### config.mk
export PLATFORM = sky130hd
export DESIGN_NAME = core_seq
export DESIGN_NICKNAME = d
export VERILOG_FILES = /design/src/rtl/core_seq_pkg.sv /design/src/rtl/core_seq_norm_wr_delay.sv /design/src/rtl/core_seq.sv
export SDC_FILE = /design/constraint.sdc
export NUM_CORES = 1
export LEC_CHECK = 0
export CAP_MARGIN = 20
export CORE_AREA = 2 2 80 120
export CTS_CLUSTER_DIAMETER = 150
export CTS_CLUSTER_SIZE = 16
export DETAILED_ROUTE_END_ITERATION = 10
export DIE_AREA = 0 0 82 122
export PLACE_DENSITY = 0.78
export SLEW_MARGIN = 20
export SYNTH_ARGS = -nofsm -noshare
export SYNTH_HDL_FRONTEND = slang
export SYNTH_SLANG_ARGS = --single-unit
### constraint.sdc
create_clock -name clk -period 2.47 [get_ports clk]
set_input_delay 0.494 -clock clk [delete_from_list [all_inputs] [get_ports clk]]
set_output_delay 0.494 -clock clk [all_outputs]
set_load 0.01 [all_outputs]
### src/rtl/core_seq_pkg.sv
// Shared definitions for the attention-core instruction sequencer:
// instruction field positions, FSM states and word-building helpers.
package core_seq_pkg;

  localparam int INST_W = 27;

  localparam int NORM_ADD_LSB = 23;
  localparam int NORM_WR_BIT  = 22;
  localparam int NORM_BIT     = 20;
  localparam int DIV_BIT      = 19;
  localparam int ACC_BIT      = 18;
  localparam int COL_C_BIT    = 17;
  localparam int OFIFO_RD_BIT = 16;
  localparam int VN_ADD_LSB   = 12;
  localparam int PMEM_ADD_LSB = 8;
  localparam int EXEC_BIT     = 7;
  localparam int KLOAD_BIT    = 6;
  localparam int VMEM_RD_BIT  = 5;
  localparam int VMEM_WR_BIT  = 4;
  localparam int NMEM_RD_BIT  = 3;
  localparam int NMEM_WR_BIT  = 2;
  localparam int PMEM_RD_BIT  = 1;
  localparam int PMEM_WR_BIT  = 0;

  typedef enum logic [3:0] {
    S_IDLE     = 4'd0,
    S_LOAD_V   = 4'd1,
    S_LOAD_N   = 4'd2,
    S_KLOAD    = 4'd3,
    S_GAP      = 4'd4,
    S_EXEC     = 4'd5,
    S_DRAIN_RD = 4'd6,
    S_DRAIN_WR = 4'd7,
    S_ACC      = 4'd8,
    S_DIV      = 4'd9,
    S_FLUSH    = 4'd10,
    S_DONE     = 4'd11
  } state_t;

  function automatic logic [INST_W-1:0] flag(input int pos);
    return {{(INST_W-1){1'b0}}, 1'b1} << pos;
  endfunction

  function automatic logic [INST_W-1:0] field4(input logic [3:0] val, input int lsb);
    return {{(INST_W-4){1'b0}}, val} << lsb;
  endfunction

endpackage

### src/rtl/core_seq_norm_wr_delay.sv
// Delay line that re-times each DIV-phase psum read into the matching
// norm-memory write once the SFP result is valid.
module norm_wr_delay #(
  parameter int DEPTH = 2
) (
  input  logic       clk,
  input  logic       reset,
  input  logic       push_valid,
  input  logic [3:0] push_addr,
  output logic       pop_valid,
  output logic [3:0] pop_addr
);

  logic [DEPTH-1:0] valid_r;
  logic [3:0]       addr_r [DEPTH];

  // Shift {valid, addr} one stage per cycle; the tail feeds the FSM.
  always_ff @(posedge clk) begin
    if (reset) begin
      valid_r <= {DEPTH{1'b0}};
      for (int i = 0; i < DEPTH; i++) addr_r[i] <= 4'd0;
    end else begin
      valid_r[0] <= push_valid;
      addr_r[0]  <= push_addr;
      for (int i = 1; i < DEPTH; i++) begin
        valid_r[i] <= valid_r[i-1];
        addr_r[i]  <= addr_r[i-1];
      end
    end
  end

  assign pop_valid = valid_r[DEPTH-1];
  assign pop_addr  = addr_r[DEPTH-1];

endmodule

### src/rtl/core_seq.sv
// Instruction sequencer: expands one start pulse and a streamed operand load
// into the complete load / execute / drain / normalize sequence for one tile.
module core_seq
  import core_seq_pkg::*;
#(
  parameter int bw      = 4,
  parameter int pr      = 8,
  parameter int Q_ROWS  = 8,
  parameter int K_ROWS  = 8,
  parameter int SFP_LAT = 1
) (
  input  logic                 clk,
  input  logic                 reset,
  input  logic                 start,
  input  logic                 col_c_mode,
  input  logic [pr*bw*2-1:0]   in_data,
  input  logic                 in_valid,
  output logic                 in_ready,
  input  logic                 ofifo_valid,
  output logic [INST_W-1:0]    inst,
  output logic [pr*bw*2-1:0]   mem_in,
  output logic                 busy,
  output logic                 done
);

  localparam int DW = pr*bw*2;
  localparam logic [3:0] Q_LAST = 4'(Q_ROWS-1);
  localparam logic [3:0] K_LAST = 4'(K_ROWS-1);
  localparam logic [3:0] F_LAST = 4'(SFP_LAT);

  state_t              state_r;
  logic [3:0]          cnt_r;
  logic                col_c_r;
  logic                hs_s;
  logic                pop_valid_s;
  logic [3:0]          pop_addr_s;
  logic [INST_W-1:0]   col_c_s;
  logic [INST_W-1:0]   norm_wr_s;
  logic [INST_W-1:0]   norm_base_s;

  assign hs_s        = in_valid & in_ready;
  assign col_c_s     = col_c_r ? flag(COL_C_BIT) : {INST_W{1'b0}};
  assign norm_wr_s   = pop_valid_s ? (flag(NORM_WR_BIT) | field4(pop_addr_s, NORM_ADD_LSB))
                                   : {INST_W{1'b0}};
  assign norm_base_s = flag(NORM_BIT) | col_c_s;

  norm_wr_delay #(.DEPTH(SFP_LAT+1)) u_norm_wr_delay (
    .clk        (clk),
    .reset      (reset),
    .push_valid (state_r == S_DIV),
    .push_addr  (cnt_r),
    .pop_valid  (pop_valid_s),
    .pop_addr   (pop_addr_s)
  );

  // Sequencer FSM; every output is registered and defaults to an idle word.
  always_ff @(posedge clk) begin
    if (reset) begin
      state_r  <= S_IDLE;
      cnt_r    <= 4'd0;
      col_c_r  <= 1'b0;
      inst     <= {INST_W{1'b0}};
      mem_in   <= {DW{1'b0}};
      in_ready <= 1'b0;
      busy     <= 1'b0;
      done     <= 1'b0;
    end else begin
      inst   <= {INST_W{1'b0}};
      mem_in <= {DW{1'b0}};
      done   <= 1'b0;
      case (state_r)
        S_IDLE: begin
          if (start) begin
            state_r  <= S_LOAD_V;
            cnt_r    <= 4'd0;
            col_c_r  <= col_c_mode;
            in_ready <= 1'b1;
            busy     <= 1'b1;
          end
        end
        S_LOAD_V: begin
          if (hs_s) begin
            inst   <= flag(VMEM_WR_BIT) | field4(cnt_r, VN_ADD_LSB);
            mem_in <= in_data;
            if (cnt_r == Q_LAST) begin
              state_r <= S_LOAD_N;
              cnt_r   <= 4'd0;
            end else begin
              cnt_r <= cnt_r + 4'd1;
            end
          end
        end
        S_LOAD_N: begin
          if (hs_s) begin
            inst   <= flag(NMEM_WR_BIT) | field4(cnt_r, VN_ADD_LSB);
            mem_in <= in_data;
            if (cnt_r == K_LAST) begin
              state_r  <= S_KLOAD;
              cnt_r    <= 4'd0;
              in_ready <= 1'b0;
            end else begin
              cnt_r <= cnt_r + 4'd1;
            end
          end
        end
        S_KLOAD: begin
          inst <= flag(NMEM_RD_BIT) | flag(KLOAD_BIT) | field4(cnt_r, VN_ADD_LSB);
          if (cnt_r == K_LAST) begin
            state_r <= S_GAP;
            cnt_r   <= 4'd0;
          end else begin
            cnt_r <= cnt_r + 4'd1;
          end
        end
        S_GAP: begin
          state_r <= S_EXEC;
          cnt_r   <= 4'd0;
        end
        S_EXEC: begin
          inst <= flag(VMEM_RD_BIT) | flag(EXEC_BIT) | field4(cnt_r, VN_ADD_LSB);
          if (cnt_r == Q_LAST) begin
            state_r <= S_DRAIN_RD;
            cnt_r   <= 4'd0;
          end else begin
            cnt_r <= cnt_r + 4'd1;
          end
        end
        // An empty OFIFO holds the drain here with an idle word.
        S_DRAIN_RD: begin
          if (ofifo_valid) begin
            inst    <= flag(OFIFO_RD_BIT);
            state_r <= S_DRAIN_WR;
          end
        end
        S_DRAIN_WR: begin
          inst <= flag(PMEM_WR_BIT) | field4(cnt_r, PMEM_ADD_LSB);
          if (cnt_r == Q_LAST) begin
            state_r <= S_ACC;
            cnt_r   <= 4'd0;
          end else begin
            state_r <= S_DRAIN_RD;
            cnt_r   <= cnt_r + 4'd1;
          end
        end
        S_ACC: begin
          inst <= norm_base_s | flag(ACC_BIT) | flag(PMEM_RD_BIT) | field4(cnt_r, PMEM_ADD_LSB);
          if (cnt_r == Q_LAST) begin
            state_r <= S_DIV;
            cnt_r   <= 4'd0;
          end else begin
            cnt_r <= cnt_r + 4'd1;
          end
        end
        S_DIV: begin
          inst <= norm_base_s | flag(DIV_BIT) | flag(PMEM_RD_BIT)
                | field4(cnt_r, PMEM_ADD_LSB) | norm_wr_s;
          if (cnt_r == Q_LAST) begin
            state_r <= S_FLUSH;
            cnt_r   <= 4'd0;
          end else begin
            cnt_r <= cnt_r + 4'd1;
          end
        end
        S_FLUSH: begin
          inst <= norm_base_s | flag(DIV_BIT) | norm_wr_s;
          if (cnt_r == F_LAST) begin
            state_r <= S_DONE;
            cnt_r   <= 4'd0;
          end else begin
            cnt_r <= cnt_r + 4'd1;
          end
        end
        S_DONE: begin
          done    <= 1'b1;
          busy    <= 1'b0;
          col_c_r <= 1'b0;
          state_r <= S_IDLE;
        end
        default: begin
          state_r  <= S_IDLE;
          cnt_r    <= 4'd0;
          in_ready <= 1'b0;
          busy     <= 1'b0;
        end
      endcase
    end
  end

endmodule

==> results.sh, run 1 <==
export IMPL_synth_top_area_cell="dfxtp_1"
export IMPL_regArea_um2=2202
export IMPL_cp_cell_sequence="ha_1 > and3b_1 > a221oi_2 > a211o_1 > or4_1 > a21oi_1"
export IMPL_cts_hold_buf=0
export IMPL_path_class="register to register"
export IMPL_power_mw=3.847
export IMPL_synth_area_per_cell_um2=10.84
export IMPL_drive_gt1_share_pct=5.668
export IMPL_min_path_type="register to register"
export IMPL_htreeDepth=3
export IMPL_syn_inst=332
export IMPL_tightest_slew_ns=0.6156
export IMPL_reg2reg_depth=6
export IMPL_crit_path_max_incr_delay_ns=0.51
export IMPL_cts_tree="built"
export IMPL_fmax_ghz=0.4716
export IMPL_synth_yosys_warnings=0
export IMPL_grt_usage_pct=17.30
export IMPL_synth_area_um2=3598
export IMPL_worstSetupEndpointType="register"
export IMPL_synthTopCellsByArea="dfxtp_1, and2_1, nor2_1"
export IMPL_route_detailed_drc=0
export IMPL_grt_overflow=0
export IMPL_hp_start="u_norm_wr_delay.addr_r[0][2]"
export IMPL_die_height_um=122
export IMPL_clock_path_buffers=2
export IMPL_setup_violations=0
export IMPL_nFillCells=708
export IMPL_synth_top_area_share_pct=61.20
export IMPL_final_area_um2=5543
export IMPL_ir_worst_vdd_mv=0.4935
export IMPL_synth_edff_count=0
export IMPL_maxSlewViolCount=0
export IMPL_multi_input_area_um2=1226
export IMPL_cap_violations=0
export IMPL_vias=2836
export IMPL_path_clk_slew_ns=0.07
export IMPL_status="complete, no violations"
export IMPL_r2r_slack_ns=0.35
export IMPL_num_rows=43
export IMPL_synth_seq_cells=110
export IMPL_post_cts_resized=0
export IMPL_avgRoutedWirePerCell_um=14.39
export IMPL_r2r_start="cnt_r[0]"
export IMPL_grt_start_max_net_pins=65
export IMPL_timing_setup_tns_ns=0
export IMPL_io_pin_count=164
export IMPL_grt_pass1_wl_mm=13.00
export IMPL_finClkSkew_ns=0.005377
export IMPL_critPathArrivalTime_ns=2.39
export IMPL_syn2layout_area_growth_pct=54.03
export IMPL_cts_made_buffers=9
export IMPL_cp_slowest_cell="or4_1"
export IMPL_hold_path_cell_count=1
export IMPL_core_area_um2=9039
export IMPL_die_x_um=82
export IMPL_finalWirelength_mm=8.723
export IMPL_ys_seq_area_share_pct=61.20
export IMPL_post_route_period_util_pct=85.85
export IMPL_critPathRequiredTime_ns=2.74
export IMPL_synth_main_ff_cell="dfxtp_1"
export IMPL_yosysUniqueCellTypes=53
export IMPL_cp_max_fo=7
export IMPL_cts_setup_buffers=0
export IMPL_syn_num_nets=404
export IMPL_io_buffers=162
export IMPL_gp_congestion=0.8204
export IMPL_async_flop_share_pct=0
export IMPL_hpwlAfterDp_mm=6.612
export IMPL_ant_nets=0
export IMPL_clk_insertion_delay_late_ns=0.33
export IMPL_num_antenna_cells=0
export IMPL_place_area_um2=5266
export IMPL_cts_sinks=110
export IMPL_rr_endpoint="state_r[1]"
export IMPL_cts_root_buf="clkbuf_16"
export IMPL_start_util_pct=39.81
export IMPL_cp_start_kind="register"
export IMPL_p_leak_nw=2.127
export IMPL_hold_viol=0
export IMPL_p_per_area_nw_per_um2=694.0
export IMPL_whs_endpoint="u_norm_wr_delay.addr_r[0][6]"
export IMPL_period_needed_ns=2.121
export IMPL_drt_iter0_markers=81
export IMPL_drt_vias_per_instance=4.680
export IMPL_relSlewSlack_pct=58.91
export IMPL_grt_pass1_vias=2702
export IMPL_final_net_count=562
export IMPL_drt_first_pass_iters=4
export IMPL_antenna_found_initial=0
export IMPL_dieArea_um2=10000
export IMPL_grt_setup_unrepaired="no"
[final cells by class]
| class | instances | area share (%) |
|---|---|---|
| Multi-Input combinational cell | 197 | 22.12 |
| Tap cell | 112 | 2.528 |
| Clock inverter | 2 | 0.2935 |
| Inverter | 3 | 0.2032 |
| Sequential cell | 110 | 39.73 |
| Clock buffer | 13 | 4.695 |
| Timing Repair Buffer | 169 | 30.43 |
[report_power, final]
part | switching [mW] | internal [mW]
Combinational | 0.268 | 0.337
Clock | 0.593 | 0.738
Sequential | 0.0726 | 1.84
[through the flow]
stage	cells	setup WS (ns)	hold WS, ns	utilization, %
after floorplan	332	0.5335	0.4138	-
after global placement	591	0.1680	0.4208	58.26
after detailed placement	591	0.1608	0.4239	58.26
after CTS	606	0.3585	0.4397	61.32
after global routing	606	0.1765	0.4516	61.32
final	606	0.3494	0.4356	61.32
[synth_stat cells, drive strengths merged, types with 2 or more instances]
cell type and number:
nor4 3, nand2 9, o21ai 5, dfxtp 110
nor2b 9, nand2b 5, nor3 11, a211o 3
nand3 4, buf 9, a21oi 9, inv 3
o21ba 2, ha 2, and2 72, or2 2
a31oi 2, a211oi 2, o21a 3, clkbuf 12
nor4b 3, and3 5, nor3b 3, o211ai 3
nor2 23
[state kept, by name, summed over array words and instances, names as in the netlist]
register                 cells
busy                         1
cnt_r                        4
col_c_r                      1
done                         1
in_ready                     1
inst                        24
mem_in                      64
state_r                      4
u_norm_wr_delay.addr_r       8
u_norm_wr_delay.valid_r      2
[routing by layer]
metal	share of wire (%)	vias up	routed length, um	GRT usage, %
li1	-	1397	-	-
met1	34	1292	2959	15.85
met2	54	122	4747	32.47
met4	3.8	0	332	10.63
met5	0	-	0	0
met3	7.8	25	682	4.519
[cells in the final DEF, fill, tap and decap left out, types with 5 or more instances in the layout]
cell | netlist | final
nor2_1 | 23 | 23
nand2b_1 | 5 | 5
and2_1 | 70 | 70
nand2_1 | 9 | 9
a21oi_1 | 9 | 9
clkdlybuf4s50_1 | 0 | 162
clkbuf_16 | 0 | 9
nor2b_1 | 9 | 9
dfxtp_1 | 110 | 110
buf_4 | 4 | 6
nor3_1 | 11 | 11
[critical path, delay by kind of cell (launching register included)]
kind,cells,cell delay [ns]
AO/OA/AOI/OAI,3,0.55
adder cells (fa/ha/maj),1,0.24
flip-flops,1,0.43
AND/OR/NAND/NOR,2,0.84
[cell families (layout without fill, tap and decap cells)]
kind of cell               after synthesis  in the layout  share of synthesized area [%]
xor gates and xnor gates                 1              1                         0.2434
AOI/OAI and AO/OA                       36             36                          7.093
and+or+nand+nor                        156            156                          25.42
buffers and inverters                   25            187                          4.972
adders and majority gates                2              2                         0.6953
other                                    1              1                         0.1042
muxes                                    1              1                         0.2782
DFF                                    110            110                          61.20
[how the worst max path moves through the flow]
stage | endpoint | cells after the start | from
after floorplan | state_r[1] | 7 | cnt_r[0]
after global placement | state_r[1] | 6 | in_valid
after detailed placement | state_r[1] | 6 | start
after CTS | state_r[1] | 6 | cnt_r[0]
after global routing | cnt_r[2] | 5 | state_r[0]
final | state_r[1] | 6 | cnt_r[0]
No activity file was read; power rests on OpenSTA's default activity.
==> run 2: changes to the inputs <==
CELL_PAD_IN_SITES_DETAIL_PLACEMENT = 1   (was unset)
CELL_PAD_IN_SITES_GLOBAL_PLACEMENT = 1   (was unset)
CORE_AREA = 2 2 93 140   (was 2 2 80 120)
DIE_AREA = 0 0 95 142   (was 0 0 82 122)
PLACE_DENSITY = unset   (was 0.78)
PLACE_DENSITY_LB_ADDON = 0.1   (was unset)
REMOVE_ABC_BUFFERS = 1   (was unset)
==> run 2 against run 1 <==
Against the previous run:
- register-to-register slack lost 0.08 ns
- combinational power rose by 4.1%
- clock-buffer cell count fell by 1
- hold slack improved by 0.0026 ns
- routed wire length is 18% higher
- critical path type unchanged
- non-clock buffer count is 5 higher
- global-route usage down 2.0 points
- cell count up 8.3%
- clock skew grew 0.0042 ns
==> results.sh, run 2 (synthesized netlist as in run 1, its figures left out) <==
export IMPL_status="complete, no violations"
export IMPL_grt_pass1_vias=2898
export IMPL_io_pin_count=164
export IMPL_cts_tree="built"
export IMPL_io_buffers=162
export IMPL_drive_gt1_share_pct=7.200
export IMPL_htreeDepth=3
export IMPL_drt_iter0_markers=40
export IMPL_cts_hold_buf=0
export IMPL_fmax_ghz=0.4554
export IMPL_hpwlAfterDp_mm=7.756
export IMPL_critPathRequiredTime_ns=2.75
export IMPL_num_rows=50
export IMPL_post_route_period_util_pct=88.90
export IMPL_largest_register_ffs=64
export IMPL_cts_sinks=110
export IMPL_cp_slowest_cell="or4_1"
export IMPL_p_leak_nw=2.176
export IMPL_cts_made_buffers=9
export IMPL_grt_setup_unrepaired="no"
export IMPL_path_clk_slew_ns=0.08
export IMPL_post_cts_resized=0
export IMPL_min_path_type="register to register"
export IMPL_layout_commonest_cell="clkdlybuf4s50_1"
export IMPL_p_sw_share_pct=25.07
export IMPL_relSlewSlack_pct=58.45
export IMPL_fin_hold_ws_ns=0.4383
export IMPL_cts_setup_buffers=0
export IMPL_grt_usage_pct=15.31
export IMPL_worstSetupEndpointType="register"
export IMPL_cts_root_buf="clkbuf_16"
export IMPL_grt_start_max_net_pins=65
export IMPL_ir_worst_vdd_mv=0.4982
export IMPL_cp_max_fo=7
export IMPL_drt_first_pass_iters=4
export IMPL_p_per_area_nw_per_um2=716.0
export IMPL_die_x_um=95
export IMPL_antenna_found_initial=0
export IMPL_path_class="register to register"
export IMPL_period_needed_ns=2.196
export IMPL_dieArea_um2=13490
export IMPL_drt_vias_per_instance=4.405
export IMPL_cp_cell_sequence="ha_1 > and3b_1 > a221oi_2 > a211o_1 > or4_1 > a21oi_1"
export IMPL_avgRoutedWirePerCell_um=15.67
export IMPL_final_cell_mix="clkdlybuf4s50_1, dfxtp_1, and2_1"
export IMPL_ant_nets=0
export IMPL_maxSlewViolCount=0
export IMPL_post_route_util_pct=46.06
export IMPL_top_register="mem_in"
export IMPL_dp_slack_ns=0.08766
export IMPL_num_antenna_cells=0
export IMPL_p_clk_share_pct=37.3
export IMPL_critPathArrivalTime_ns=2.48
export IMPL_cp_start_kind="register"
export IMPL_combPwrFrac_pct=15.5
export IMPL_cap_violations=0
export IMPL_start_util_pct=29.20
export IMPL_hold_viol=0
export IMPL_reg_top3="mem_in (64), inst (24), u_norm_wr_delay.addr_r (8)"
export IMPL_gp_congestion=0.7956
export IMPL_tightest_slew_ns=0.6225
export IMPL_finClkSkew_ns=0.009540
export IMPL_final_net_count=567
export IMPL_route_detailed_drc=0
export IMPL_grt_pass1_wl_mm=15.72
export IMPL_finalWirelength_mm=10.28
export IMPL_p_sw_mw=1.019
export IMPL_worst_slack_ns=0.2741
export IMPL_core_area_um2=12320
export IMPL_p_int_mw=3.045
export IMPL_vias=2890
export IMPL_syn2layout_area_growth_pct=57.75
export IMPL_fin_cells=656
export IMPL_power_mw=4.064
export IMPL_placedCellCount=640
export IMPL_clk_insertion_delay_late_ns=0.35
export IMPL_p_seq_share_pct=47.2
export IMPL_die_height_um=142
export IMPL_clock_path_buffers=2
export IMPL_grt_overflow=0
export IMPL_crit_path_max_incr_delay_ns=0.52
export IMPL_setup_violations=0
-- run 2: cell types whose count changed in the layout (fill, tap and decap cells not counted) --
cell / delta
clkbuf_1: -2
clkinv_2: +1
bufinv_16: +1
buf_4: +5
clkbuf_8: +1
-- run 2: power by group through the flow --
stage	Combinational, mW	Sequential [mW]	Clock, mW
floorplan	0.282	1.96	0
CTS	0.634	1.92	1.58
global route	0.691	1.93	1.63
detailed placement	0.630	1.96	0
global placement	0.617	1.96	0
finish	0.630	1.92	1.52
-- run 2: critical path, delay by kind of cell, from the launching register on --
family / cells / cell delay [ns]
fa+ha+maj: 1 / 0.25
simple gates: 2 / 0.85
flops: 1 / 0.43
compound gates: 3 / 0.60
-- run 2: layout make-up --
class | count | area (um2)
timing repair buffer | 174 | 1724
tap | 156 | 195.2
multi-input combinational | 197 | 1226
clock inverter | 4 | 51.30
clock buffer | 12 | 266.5
sequential | 110 | 2202
inverter | 3 | 11.26
fill | 1363 | 6648
-- run 2: through the flow --
step / cell area, um2 / TNS [ns]
after detailed placement: 5359 / 0
after floorplan: 3431 / -20.92
after global routing: 5677 / 0
final: 5677 / 0
after global placement: 5359 / 0
after CTS: 5677 / 0
-- run 2: worst paths after layout --
path / start / end / slack (ns) / depth (start not counted)
max: cnt_r[0] / state_r[1] / 0.27 / 6
min: u_norm_wr_delay.valid_r[0] / u_norm_wr_delay.valid_r[1] / 0.44 / 1
max reg2reg: cnt_r[0] / state_r[1] / 0.27 / 6
min reg2reg: u_norm_wr_delay.valid_r[0] / u_norm_wr_delay.valid_r[1] / 0.44 / 1
-- run 2: routing by layer --
layer / part of all wire (%) / up-vias / global-route usage [%] / wire (um)
met1: 39 / 1366 / 16.38 / 3969
met5: 0 / - / 0 / 0
li1: - / 1403 / - / -
met3: 7.8 / 10 / 5.032 / 803
met2: 52 / 111 / 27.81 / 5328
met4: 1.7 / 0 / 5.111 / 176
==> run 3: changes to the inputs <==
SLEW_MARGIN = unset   (was 20)
==> results of run 3 <==
Final layout, timing and power as in run 2 (identical DEF).
